[src/rtl/sram_fifo.sv]
// Show-ahead FIFO over a 1-write/1-read synchronous array with a registered head.
// Define SRAM_FIFO_ERR_EN to add the sticky error output.
module sram_fifo #(
   parameter int DEPTH                 = 8,
   parameter int DATA_WIDTH            = 32,
   parameter int ALMOST_FULL_THRESHOLD = DEPTH - 2
) (
   input  logic                     clk,
   input  logic                     reset_n,
   input  logic                     flush_en,
   input  logic                     enqueue_en,
   input  logic [DATA_WIDTH-1:0]    enqueue_value,
   input  logic                     dequeue_en,
   output logic [DATA_WIDTH-1:0]    dequeue_value,
   output logic                     empty,
   output logic                     full,
   output logic                     almost_full,
   output logic [$clog2(DEPTH):0]   count
`ifdef SRAM_FIFO_ERR_EN
   ,
   output logic                     error
`endif
);

   localparam int AW = $clog2(DEPTH);
   localparam int CW = AW + 1;

   logic [DATA_WIDTH-1:0] mem [DEPTH];
   logic [DATA_WIDTH-1:0] head_p1;
   logic [AW-1:0]         wr_ptr_q, rd_ptr_q;
   logic [AW-1:0]         wr_ptr_nxt, rd_ptr_nxt;
   logic [CW-1:0]         count_q, count_nxt;
   logic                  empty_q, full_q, afull_q;
   logic                  do_enq, do_deq;

   // A full FIFO only accepts a write when the same cycle pops an entry.
   assign do_deq = dequeue_en && !empty_q && !flush_en;
   assign do_enq = enqueue_en && (!full_q || dequeue_en) && !flush_en;

   always_comb begin
      wr_ptr_nxt = wr_ptr_q;
      rd_ptr_nxt = rd_ptr_q;
      count_nxt  = count_q;
      if (flush_en) begin
         wr_ptr_nxt = '0;
         rd_ptr_nxt = '0;
         count_nxt  = '0;
      end else begin
         if (do_enq) wr_ptr_nxt = wr_ptr_q + AW'(1);
         if (do_deq) rd_ptr_nxt = rd_ptr_q + AW'(1);
         if (do_enq && !do_deq)
            count_nxt = count_q + CW'(1);
         else if (do_deq && !do_enq)
            count_nxt = count_q - CW'(1);
      end
   end

   always_ff @(posedge clk) begin
      if (do_enq)
         mem[wr_ptr_q] <= enqueue_value;
   end

   // p0 -> p1: the array is read at the post-dequeue pointer, so the head
   // register always holds the entry that will be at the front next cycle.
   always_ff @(posedge clk or negedge reset_n) begin
      if (!reset_n)
         head_p1 <= '0;
      else if (do_enq && (wr_ptr_q == rd_ptr_nxt))
         head_p1 <= enqueue_value;
      else
         head_p1 <= mem[rd_ptr_nxt];
   end

   always_ff @(posedge clk or negedge reset_n) begin
      if (!reset_n) begin
         wr_ptr_q <= '0;
         rd_ptr_q <= '0;
         count_q  <= '0;
         empty_q  <= 1'b1;
         full_q   <= 1'b0;
         afull_q  <= 1'b0;
      end else begin
         wr_ptr_q <= wr_ptr_nxt;
         rd_ptr_q <= rd_ptr_nxt;
         count_q  <= count_nxt;
         empty_q  <= (count_nxt == '0);
         full_q   <= (count_nxt == CW'(DEPTH));
         afull_q  <= (int'(count_nxt) >= ALMOST_FULL_THRESHOLD);
      end
   end

`ifdef SRAM_FIFO_ERR_EN
   logic err_q;

   always_ff @(posedge clk or negedge reset_n) begin
      if (!reset_n)
         err_q <= 1'b0;
      else if (flush_en)
         err_q <= 1'b0;
      else if ((enqueue_en && full_q && !dequeue_en) || (dequeue_en && empty_q))
         err_q <= 1'b1;
   end

   assign error = err_q;
`endif

   assign dequeue_value = head_p1;
   assign empty         = empty_q;
   assign full          = full_q;
   assign almost_full   = afull_q;
   assign count         = count_q;

endmodule

[config.mk]
export PLATFORM = sky130hd
export DESIGN_NAME = sram_fifo
export DESIGN_NICKNAME = d
export VERILOG_FILES = /design/src/rtl/sram_fifo.sv
export SDC_FILE = /design/constraint.sdc
export NUM_CORES = 1
export LEC_CHECK = 0
export BUFFER_PORTS_ARGS = -buffer_cell sky130_fd_sc_hd__clkbuf_2
export CAP_MARGIN = 20
export CORE_MARGIN = 2
export CORE_UTILIZATION = 54
export CTS_BUF_LIST = sky130_fd_sc_hd__clkbuf_8 sky130_fd_sc_hd__clkbuf_16
export DETAILED_ROUTE_END_ITERATION = 8
export HOLD_SLACK_MARGIN = 0.02
export PLACE_DENSITY = 0.75
export SLEW_MARGIN = 15
export SYNTH_ARGS = -nofsm -noshare
export SYNTH_HDL_FRONTEND = slang
export SYNTH_SLANG_ARGS = --single-unit
[constraint.sdc]
create_clock -name clk -period 3.4 [get_ports clk]
set_input_delay 0.17 -clock clk [delete_from_list [all_inputs] [get_ports clk]]
set_output_delay 0.17 -clock clk [all_outputs]
set_load 0.005 [all_outputs]
# Word-level counts from Yosys, hierarchy flattened
# Memories as Yosys holds them, arrays and structs flattened. A register that Yosys moved wholly into a read port is not among the register bits.
# Index checks and enable logic that the tools add are counted.
# word_totals
ff_bits,13
latchBits,0
mem_bits_rw,256
mem_bits_ro,0
in_bits,37
elab_cells,37
memories,1
# op_classes
n_addsub,4
multipliers,0
div_mod_pow,0
order_cmp,1
eq_ne,1
shifts,0
muxes,9
bitwise_logic,0
reduce_logical,15
# memory_table
memory,words,word_bits,rd,rd_ports_with_merged_regs,write_ports,line,rtl
mem,8,32,1,1,1,28,logic [DATA_WIDTH-1:0] mem [DEPTH];
# op_table
cell,n
$mux W3,4
$mux W4,3
$add A3 B1 Y3 const B,2
$logic_and A1 B1 Y1,6
$logic_not A1 Y1,6
$add A4 B1 Y4 const B,1
$eq A4 B4 Y1 const B,1
$ge A4 B3 Y1 const B,1
$logic_not A4 Y1,1
$sub A4 B1 Y4 const B,1
$mux W1,2
$reduce_bool A2 Y1,1
$logic_or A1 B1 Y1,1

# Logic depth before layout (Yosys ltp)
# Gate-level depths: netlist of the first run.
# depth
ltp_word,10
depth_mapped,10

# Worst setup path before layout of the first run
# No wires, ideal clock.
# synth_path
path_kind,register to register
start,"register full_q, in the netlist full"
end,memory mem[0][0] (enable)
setup_ps,461
arrival_time_ps,3201
required_ps,2939
setup_slack_ps,-262
stages_incl_launch_ff,5
period_less_slack_ps,3662
path_cell_list,dfrtp_1 > nand2b_1 > nand2_1 > or3_1 > nor3_1
# synth_between
elab_chain_cells,6
# synth_lines
item,line,rtl
from (decl),33,"logic empty_q, full_q, afull_q;"
from (signal assigned),87,full_q <= (count_nxt == CW'(DEPTH));
$logic_not A1 Y1,38,assign do_enq = enqueue_en && (!full_q || dequeue_en) && !flush_en;
$logic_or A1 B1 Y1,38,
$logic_and A1 B1 Y1 (2 in series),38,
$mux W1,59,if (do_enq)
$mux W1 (not written as such),60,mem[wr_ptr_q] <= enqueue_value;
to (decl),28,
# Every way passes these cells.

# Worst setup path in the final report of the first run
# layout_path
start,"register empty_q, in the netlist empty"
end,"register head_p1[6], in the netlist dequeue_value[6] (read register of mem)"
# layout_between
elab_chain_cells,5
# layout_lines
item,line,rtl
from (decl),33,
from (signal assigned),86,empty_q <= (count_nxt == '0);
$logic_not A1 Y1,37,assign do_deq = dequeue_en && !empty_q && !flush_en;
$logic_and A1 B1 Y1 (2 in series),37,
$mux W3,50,if (do_deq) rd_ptr_nxt = rd_ptr_q + AW'(1);
$mux W3,44,if (flush_en) begin
via rd_ptr_nxt[2],31,"logic [AW-1:0] wr_ptr_nxt, rd_ptr_nxt;"
to (decl),29,logic [DATA_WIDTH-1:0] head_p1;
# The timed path passes the listed nets, and every way through them passes these cells.
# A chain may end at the register's enable or synchronous reset.

==> metrics.md, run 1 <==
| Metric | Value |
|---|---|
| Drt initial violations | ~560 |
| Count leader, synth | edfxtp_1 |
| P per Cell Area | ~570 nW/um2 |
| Most used standard cells in the synthesized netlist | edfxtp_1 (256), mux2i_1 (96), nand2_1 (69), dfrtp_1 (44), mux2_2 (33) |
| Horizontal die dimension | between 150 and 200 um |
| R2R Path Start | empty |
| Placed Cells | between 1000 and 1500 |
| Count of final hold-check violations | 0 |
| Maxcap violations | 0 |
| Mux contribution to synthesized area | about an eighth |
| Hold EP | wr_ptr_q[1] |
| Time the worst path needs with I/O delays and setup | roughly 2.7 ns |
| Count of hold buffers inserted by post-cts repair | 34 |
| Part of the Yosys area used for sequential elements | around three quarters |
| Total number of placement rows | 54 |
| Fillcell total | approximately 1400 |
| Post-cts sizing count | 0 |
| Synthesized-area fraction occupied by xor and xnor cells | 0.516% |
| # setup viols final | 0 |
| Avg Synthesized Cell Area | 17.9 um2 |
| Cell Chain, Critical Path | nand3b_1 > mux2_4 > nor3b_4 > buf_4 > a32o_1 > a221oi_2 > mux2_2 |
| Net count reported at finish | slightly above 800 |
| Skew final | 0.00964 ns |
| R2r setup slk | 0.74 ns |
| Placed wire-length estimate after detailed placement | around 14000 um |
| Area leader, netlist | edfxtp_1 |
| Number of ports placed on the die boundary | between 70 and 80 |
| Post-synthesis sequential element count | ~300 |
| Crit share post-route | ~80% |
| Worst Path Max Fanout | 21 |
| Setup WS pre-CTS | roughly 0.80 ns |
| Total buffers and inverters traversed by the critical path | 1 |
| Total number of H-tree levels | 1 |
| Tightest Pin Transition | 0.831 ns |
| Max-slew headroom | 44.6% |
| Routability Congestion | between 0.7 and 0.8 |
| Register area | 8810 um2 |
| Antenna-violating nets left | 0 |
| Crit. End Element | register |
| TritonCTS clock tree | built |
| Result of the run | complete, no violations |
| Dominant delay contributor by cell family on the critical path | simple AND/OR/NAND/NOR gates |
| Fin. max-slew vios | 0 |
| Delay of the slowest critical-path stage | between 0.5 and 0.6 ns |
| Pre-Repair DR Iteration Count | 7 |
| Multi-input combinational cell area | between 2000 and 3000 um2 |
| Aggregate global routing overflow | 0 |
| # clock sinks | between 300 and 400 |
| Worst IR drop on VDD | between 0.4 and 0.5 mV |
| Netlist area before placement | approximately 12000 um2 |
| RSZ-0062 raised after global routing | false |
| Global-route wire length before repair | approximately 37000 um |
| Routed WL | between 20000 and 25000 um |
| Simple-gate portion of the synthesized area | around 4.3% |
| Starting density of the core | a little over half |
| Gate count after technology mapping | about 660 |
| Fraction of the mapped netlist area in compound gates | about 7% |
| Synthesized-area fraction occupied by adder cells | less than 1% |
| Number of buffers on the longest clock path | 3 |
| Fraction of final layout cells with drive strength greater than 1 | approximately a quarter |
| Antenna Cells | 0 |
| CTS Buf Count | 30 |
| Highest attainable clock frequency | 377 MHz |
| End of the worst register-to-register path | dequeue_value[6] |
| Design Area, Final | between 10000 and 15000 um2 |
| Clock root buffer | clkbuf_16 |
| Pin count of the biggest net entering global routing | 48 |
| Die height | 152 um |
| Number of global-route vias before repair | 6625 |
| Number of buffers added on ports | 75 |
| Required time at the worst-slack endpoint | around 3.8 ns |
| Via count of the routed design | 6397 |
| Leak pwr | approximately 4.8 nW |
| Async S/R FF share, synth | between 10% and 20% |
| Fin Setup TNS | 0 ns |
| Detailed-route wire length per cell | roughly 22 um |
| Number of synthesized flops with an enable pin | between 200 and 300 |
| Full die area | 23200 um2 |
| Clk pin slew, worst setup/hold paths | roughly 0.06 ns |
| Smallest setup slack after layout | about 0.74 ns |
| Layout Cells excl Fill | about 1100 |
| Worst Setup Path Type | register to register |
| Largest cells by area after synthesis | edfxtp_1 (65%), dfrtp_1 (9.3%), mux2i_1 (8.1%), a221oi_2 (3.2%), mux2_2 (3.1%) |
| Worst hold path class | input port to register |
| Post-synthesis cell type count | 45 |
| Yosys top cell area share | roughly 65% |
| Kind of start point of the critical path | register |
| Number of post-CTS setup repair buffers | 0 |
| Register-to-Register Path Depth | 7 |
| Origin of the worst min-delay path | flush_en |
| Critical path arrival | 3.08 ns |
| Post-detailed-route DRC marker count | 0 |
| Clock latency at the later pin of the worst-skew pair | about 0.54 ns |
| Std-Cell Core Area | between 20000 and 25000 um2 |
| Net count after synthesis | about 710 |
| Number of vias per cell | 5.87 |
| Main combinational cell family by area after synthesis | multiplexers |
| YS warnings | 0 |
| Worst hold path stage count | 2 |
| Commonest register cell after synthesis | edfxtp_1 |
| Placed instance area | approximately 13000 um2 |
| Overall Global Routing Usage | slightly above 20% |
| Area growth from synthesis to layout | 17.2% |
| Initial antenna violation count | 0 |
| Worst-path cell with the longest stage delay | nor3b_4 |
[kinds of logic (layout without fill, tap and decap cells)]
kind of cell / after synthesis / in the layout
compound gates: 72 / 72
xor+xnor: 7 / 7
fa+ha+maj: 4 / 4
buf+inv: 38 / 184
flops: 301 / 301
mux: 132 / 132
simple gates: 110 / 110
[worst register-to-register path, delay by kind of cell, from the launching register on]
family | cells | cell delay, ns
buffers and inverters | 1 | 0.44
AND/OR/NAND/NOR | 2 | 0.71
multiplexers | 2 | 0.50
AO/OA/AOI/OAI | 2 | 0.31
flip-flops | 1 | 0.56
[placed cells by master (no fill, tap or decap), types with 4 or more instances in the layout]
| cell type | Yosys | final |
|---|---|---|
| nor2_1 | 16 | 9 |
| xnor2_1 | 5 | 5 |
| edfxtp_1 | 256 | 256 |
| buf_12 | 0 | 7 |
| nor2_4 | 0 | 7 |
| mux2i_1 | 96 | 96 |
| clkbuf_2 | 1 | 75 |
| clkinv_2 | 0 | 5 |
| ha_1 | 4 | 4 |
| nand2_1 | 69 | 69 |
| a221oi_2 | 25 | 25 |
| buf_4 | 8 | 11 |
| dfrtp_1 | 44 | 44 |
| dlygate4sd3_1 | 0 | 34 |
| a221oi_1 | 8 | 8 |
| clkbuf_8 | 0 | 4 |
| a32o_1 | 32 | 32 |
| nor2b_1 | 4 | 4 |
| inv_1 | 2 | 15 |
| clkbuf_16 | 0 | 31 |
| mux2_2 | 33 | 33 |
[layer usage]
layer  vias to the layer above  global-route usage, %  routed length, um
met5                         -                      0                  0
met4                         0                   5.16                381
met3                        31                   3.84               1480
met2                       208                   34.4              12100
met1                      3292                   28.3              10200
li1                       2866                      -                  -
[state kept, by name, indices dropped and copies added, names as in the netlist]
| register | count |
|---|---|
| rd_ptr_q | 3 |
| wr_ptr_q | 3 |
| dequeue_value | 32 |
| empty | 1 |
| almost_full | 1 |
| mem | 256 |
| full | 1 |
| count | 4 |
[per-stage QoR]
stage | total power, W | hold slack, ns | util, %
floorplan | 0.00470 | -0.126 | -
global placement | 0.00493 | 0.309 | 58.5
detailed placement | 0.00496 | 0.311 | 58.5
CTS | 0.00798 | 0.126 | 64.3
global route | 0.00818 | 0.154 | 64.3
finish | 0.00792 | 0.140 | 64.3
[area by class of cell]
cell class              instances  area share, %
multi-input cells             325           20.9
well taps                     280           2.51
repair buffers                127           6.73
clock buffers                  35           5.96
inverters                       3          0.117
clock inverters                19          0.583
flip-flops and latches        301           63.2
[how the worst max path moves through the flow]
stage,from,to,slack [ns],cells after the start
detailed placement,empty,dequeue_value[3],0.80,7
CTS,empty,dequeue_value[3],0.75,7
global route,rd_ptr_q[1],dequeue_value[3],0.65,8
finish,empty,dequeue_value[6],0.74,7
global placement,rd_ptr_q[1],dequeue_value[31],0.79,8
floorplan,full,mem[2][0],0.61,4
[report_power, final]
part           leakage (nW)  switching [W]  total (W)  internal [W]
registers              2.86      0.0000516    0.00418       0.00413
clock network         0.500        0.00129    0.00301       0.00172
logic                  1.43       0.000392   0.000731      0.000339
total                  4.79        0.00174    0.00792       0.00619
Note: power is estimated with default switching activity, not from simulation.
==> inputs of run 2 (changes only) <==
Settings changed: ABC_AREA from default to 1, CORE_UTILIZATION 54 to 55, PLACE_DENSITY 0.75 to 0.76.
Clock period 3.4 ns to 2.3 ns, I/O delays scaled along.
==> run 2 against run 1 <==
- final cell count is 60% higher
- largest cell class unchanged
- fmax is 29% higher
- via count is 57% higher
- die area is 11% higher
==> metrics.md, run 2 <==
| Metric | Value |
|---|---|
| Kind of start point of the critical path | register (unchanged) |
| TritonCTS clock tree | built (unchanged) |
| Hold EP | wr_ptr_q[2] (was wr_ptr_q[1]) |
| Global-route wire length before repair | 52500 um (was 37300 um) |
| Gate count after technology mapping | 1295 (was 664) |
| Worst Path Max Fanout | 42 (was 21) |
| Number of ports placed on the die boundary | 76 (unchanged) |
| Count leader, synth | inv_1 (was edfxtp_1) |
| Antenna-violating nets left | 0 (unchanged) |
| Placed wire-length estimate after detailed placement | 17700 um (was 13500 um) |
| End of the worst register-to-register path | dequeue_value[1] (was dequeue_value[6]) |
| Skew final | 0.0139 ns (was 0.00964 ns) |
| Pre-Repair DR Iteration Count | 5 (was 7) |
| Clock latency at the later pin of the worst-skew pair | 0.55 ns (was 0.54 ns) |
| Post-synthesis cell type count | 22 (was 45) |
| Area growth from synthesis to layout | 17.2% (about the same) |
| Mux contribution to synthesized area | 0% (was 11.7%) |
| Routed WL | 33800 um (was 24100 um) |
| Placed instance area | 14400 um2 (was 12700 um2) |
| Netlist area before placement | 13400 um2 (was 11900 um2) |
| Worst IR drop on VDD | 0.634 mV (was 0.427 mV) |
| Maxcap violations | 0 (unchanged) |
| Worst hold path class | input port to register (unchanged) |
| Total buffers and inverters traversed by the critical path | 2 (was 1) |
| Register containing the most flip-flops in the final layout | mem (unchanged) |
| Overall Global Routing Usage | 26.1% (was 20.6%) |
| Highest attainable clock frequency | 485 MHz (was 377 MHz) |
| Number of vias per cell | 5.77 (was 5.87) |
| CTS Buf Count | 30 (unchanged) |
| Max-slew headroom | 38.5% (was 44.6%) |
| Fraction of the mapped netlist area in compound gates | 0.484% (was 6.85%) |
| Horizontal die dimension | 160 um (was 152 um) |
| Total number of placement rows | 57 (was 54) |
| R2R Path Start | empty (unchanged) |
| Post-cts sizing count | 0 (unchanged) |
| Number of synthesized flops with an enable pin | 256 (unchanged) |
| Fin util | 65.1% (was 64.3%) |
| Largest cells by area after synthesis | edfxtp_1 (57%), nand3_1 (8.9%), dfrtp_1 (8.2%), inv_1 (7.8%), nand4_1 (7.6%) (was edfxtp_1 (65%), dfrtp_1 (9.3%), mux2i_1 (8.1%), a221oi_2 (3.2%), mux2_2 (3.1%)) |
| # setup viols final | 0 (unchanged) |
| Design Area, Final | 15700 um2 (was 13900 um2) |
| Dominant delay contributor by cell family on the critical path | simple AND/OR/NAND/NOR gates (unchanged) |
| Drt initial violations | 1175 (was 555) |
| Pwr Total | 0.0130 W (was 0.00792 W) |
| Fin. max-slew vios | 0 (unchanged) |
| Worst hold path stage count | 5 (was 2) |
| Net count reported at finish | 1435 (was 829) |
| Fraction of final layout cells with drive strength greater than 1 | 13.1% (was 26.3%) |
| # clock sinks | 301 (unchanged) |
| Async S/R FF share, synth | 15.0% (unchanged) |
| Starting density of the core | 55.6% (was 54.8%) |
| Part of the Yosys area used for sequential elements | 65.6% (was 74.1%) |
| Crit. End Element | register (unchanged) |
| Synthesized-area fraction occupied by adder cells | 0.373% (was 0.421%) |
| Result of the run | complete, no violations (unchanged) |
| Required time at the worst-slack endpoint | 2.73 ns (was 3.82 ns) |
| Post-detailed-route DRC marker count | 0 (unchanged) |
| Setup WS pre-CTS | 0.274 ns (was 0.798 ns) |
| Count of final hold-check violations | 0 (unchanged) |
| Aggregate global routing overflow | 0 (unchanged) |
| Most used standard cells in the synthesized netlist | inv_1 (279), edfxtp_1 (256), nand3_1 (238), nand2_1 (189), nand4_1 (163) (was edfxtp_1 (256), mux2i_1 (96), nand2_1 (69), dfrtp_1 (44), mux2_2 (33)) |
| Commonest register cell after synthesis | edfxtp_1 (unchanged) |
| Detailed-route wire length per cell | 19.4 um (was 22.2 um) |
| Avg Synthesized Cell Area | 10.4 um2 (was 17.9 um2) |
| Post-synthesis sequential element count | 301 (unchanged) |
| Main combinational cell family by area after synthesis | simple AND/OR/NAND/NOR gates (was multiplexers) |
| P per Cell Area | 826 nW/um2 (was 568 nW/um2) |
| Delay of the slowest critical-path stage | 0.54 ns (was 0.57 ns) |
| Area leader, netlist | edfxtp_1 (unchanged) |
| Antenna Cells | 0 (unchanged) |
| YS warnings | 0 (unchanged) |
| Most common cell after layout, fill and taps aside | inv_1 (was edfxtp_1) |
| Register-to-Register Path Depth | 10 (was 7) |
| Yosys top cell area share | 57.2% (was 64.6%) |
| Worst-case hold slack | 0.146 ns (was 0.140 ns) |
| Time the worst path needs with I/O delays and setup | 2.06 ns (was 2.66 ns) |
| Worst-path cell with the longest stage delay | dfstp_2 (was nor3b_4) |
| Total number of H-tree levels | 1 (unchanged) |
| Worst Setup Path Type | register to register (unchanged) |
| Number of buffers on the longest clock path | 3 (unchanged) |
| R2r setup slk | 0.24 ns (was 0.74 ns) |
| Crit share post-route | 89.6% (was 78.1%) |
| Highest-count cells in the layout ignoring fill and taps | inv_1 (281), edfxtp_1 (256), nand3_1 (237) (was edfxtp_1 (256), mux2i_1 (96), clkbuf_2 (75)) |
| Leak pwr | 6.97 nW (was 4.79 nW) |
| Critical path arrival | 2.49 ns (was 3.08 ns) |
| Clk pin slew, worst setup/hold paths | 0.06 ns (about the same) |
| Smallest setup slack after layout | 0.238 ns (was 0.744 ns) |
| Pin count of the biggest net entering global routing | 80 (was 48) |
| Origin of the worst min-delay path | dequeue_en (was flush_en) |
| Flip-flop count of the largest register after layout | 256 (unchanged) |
| Simple-gate portion of the synthesized area | 22.4% (was 4.26%) |
| Die height | 160 um (was 152 um) |
| Synthesized-area fraction occupied by xor and xnor cells | 0.196% (was 0.516%) |
| Number of buffers added on ports | 75 (unchanged) |
| Full die area | 25700 um2 (was 23200 um2) |
| Cell Chain, Critical Path | inv_1 > nand2_1 > nand2_4 > nand3_4 > buf_4 > nand2_1 > nand3_1 > nand3_1 > nand3_1 > nand2_1 (was nand3b_1 > mux2_4 > nor3b_4 > buf_4 > a32o_1 > a221oi_2 > mux2_2) |
| Routability Congestion | 0.772 (was 0.753) |
| Number of global-route vias before repair | 9906 (was 6625) |
| Via count of the routed design | 10000 (was 6397) |
| RSZ-0062 raised after global routing | false (unchanged) |
| Clock root buffer | clkbuf_16 (unchanged) |
| Net count after synthesis | 1336 (was 705) |
| Tightest Pin Transition | 0.922 ns (was 0.831 ns) |
| Initial antenna violation count | 0 (unchanged) |
| Std-Cell Core Area | 24200 um2 (was 21700 um2) |
==> run 2: cell count changes in the layout (fill, tap and decap cells not counted), moves of 33 or more <==
| cell | delta |
|---|---|
| inv_1 | +266 |
| mux2_2 | -33 |
| mux2i_1 | -96 |
| nand2_1 | +119 |
| nand3_1 | +234 |
| nand4_1 | +161 |
==> run 2: what timing repair did <==
action,CTS,global route
hold buffers,35,0
endpoints found under the hold margin,338,0
buffers inserted,0,0
==> run 2: worst max-delay path by stage <==
stage,startpoint,slack [ns],to,cells past startpoint
after global placement,rd_ptr_q[0],0.33,dequeue_value[10],9
final,empty,0.24,dequeue_value[1],10
after floorplan,full,-0.24,mem[0][0],5
after detailed placement,empty,0.27,dequeue_value[23],10
after CTS,empty,0.27,dequeue_value[24],10
after global routing,empty,0.05,dequeue_value[1],10
==> run 2: logic make-up after synthesis <==
family,Yosys count
AOI/OAI and AO/OA,13
xor gates and xnor gates,3
adders and majority gates,4
buffers and inverters,367
DFF,301
and+or+nand+nor,607
==> run 2: area by class of cell <==
type,count,area [um2]
clock buffer,37,858
clock inverter,18,139
fill,1819,8430
inverter,279,1050
multi-input combinational,627,3250
sequential,301,8810
tap,324,405
timing repair buffer,155,1230
==> run 2: power by group <==
| part | internal [W] | switching [W] |
|---|---|---|
| sequential | 0.00617 | 0.000123 |
| clock | 0.00285 | 0.00199 |
| combinational | 0.000618 | 0.00126 |
| total | 0.00964 | 0.00337 |
==> run 2: per-layer routing <==
metal	GRT usage, %	routed length [um]	vias up
li1	-	-	4608
met1	34.5	13200	4784
met2	43.5	16400	558
met3	4.26	3230	91
met4	10.8	1020	0
met5	0	0	-
==> run 2: worst reg2reg max path, delay by kind of cell, from the launching register on <==
| family | cells | cell delay, ns |
|---|---|---|
| buffers and inverters | 2 | 0.54 |
| flip-flops | 1 | 0.54 |
| AND/OR/NAND/NOR | 8 | 0.87 |
==> run 2: per-stage QoR <==
step | instances | TNS (ns)
after floorplan | 1295 | -60.95
after global placement | 1651 | 0
after detailed placement | 1651 | 0
after CTS | 1741 | 0
after global routing | 1741 | 0
final | 1741 | 0
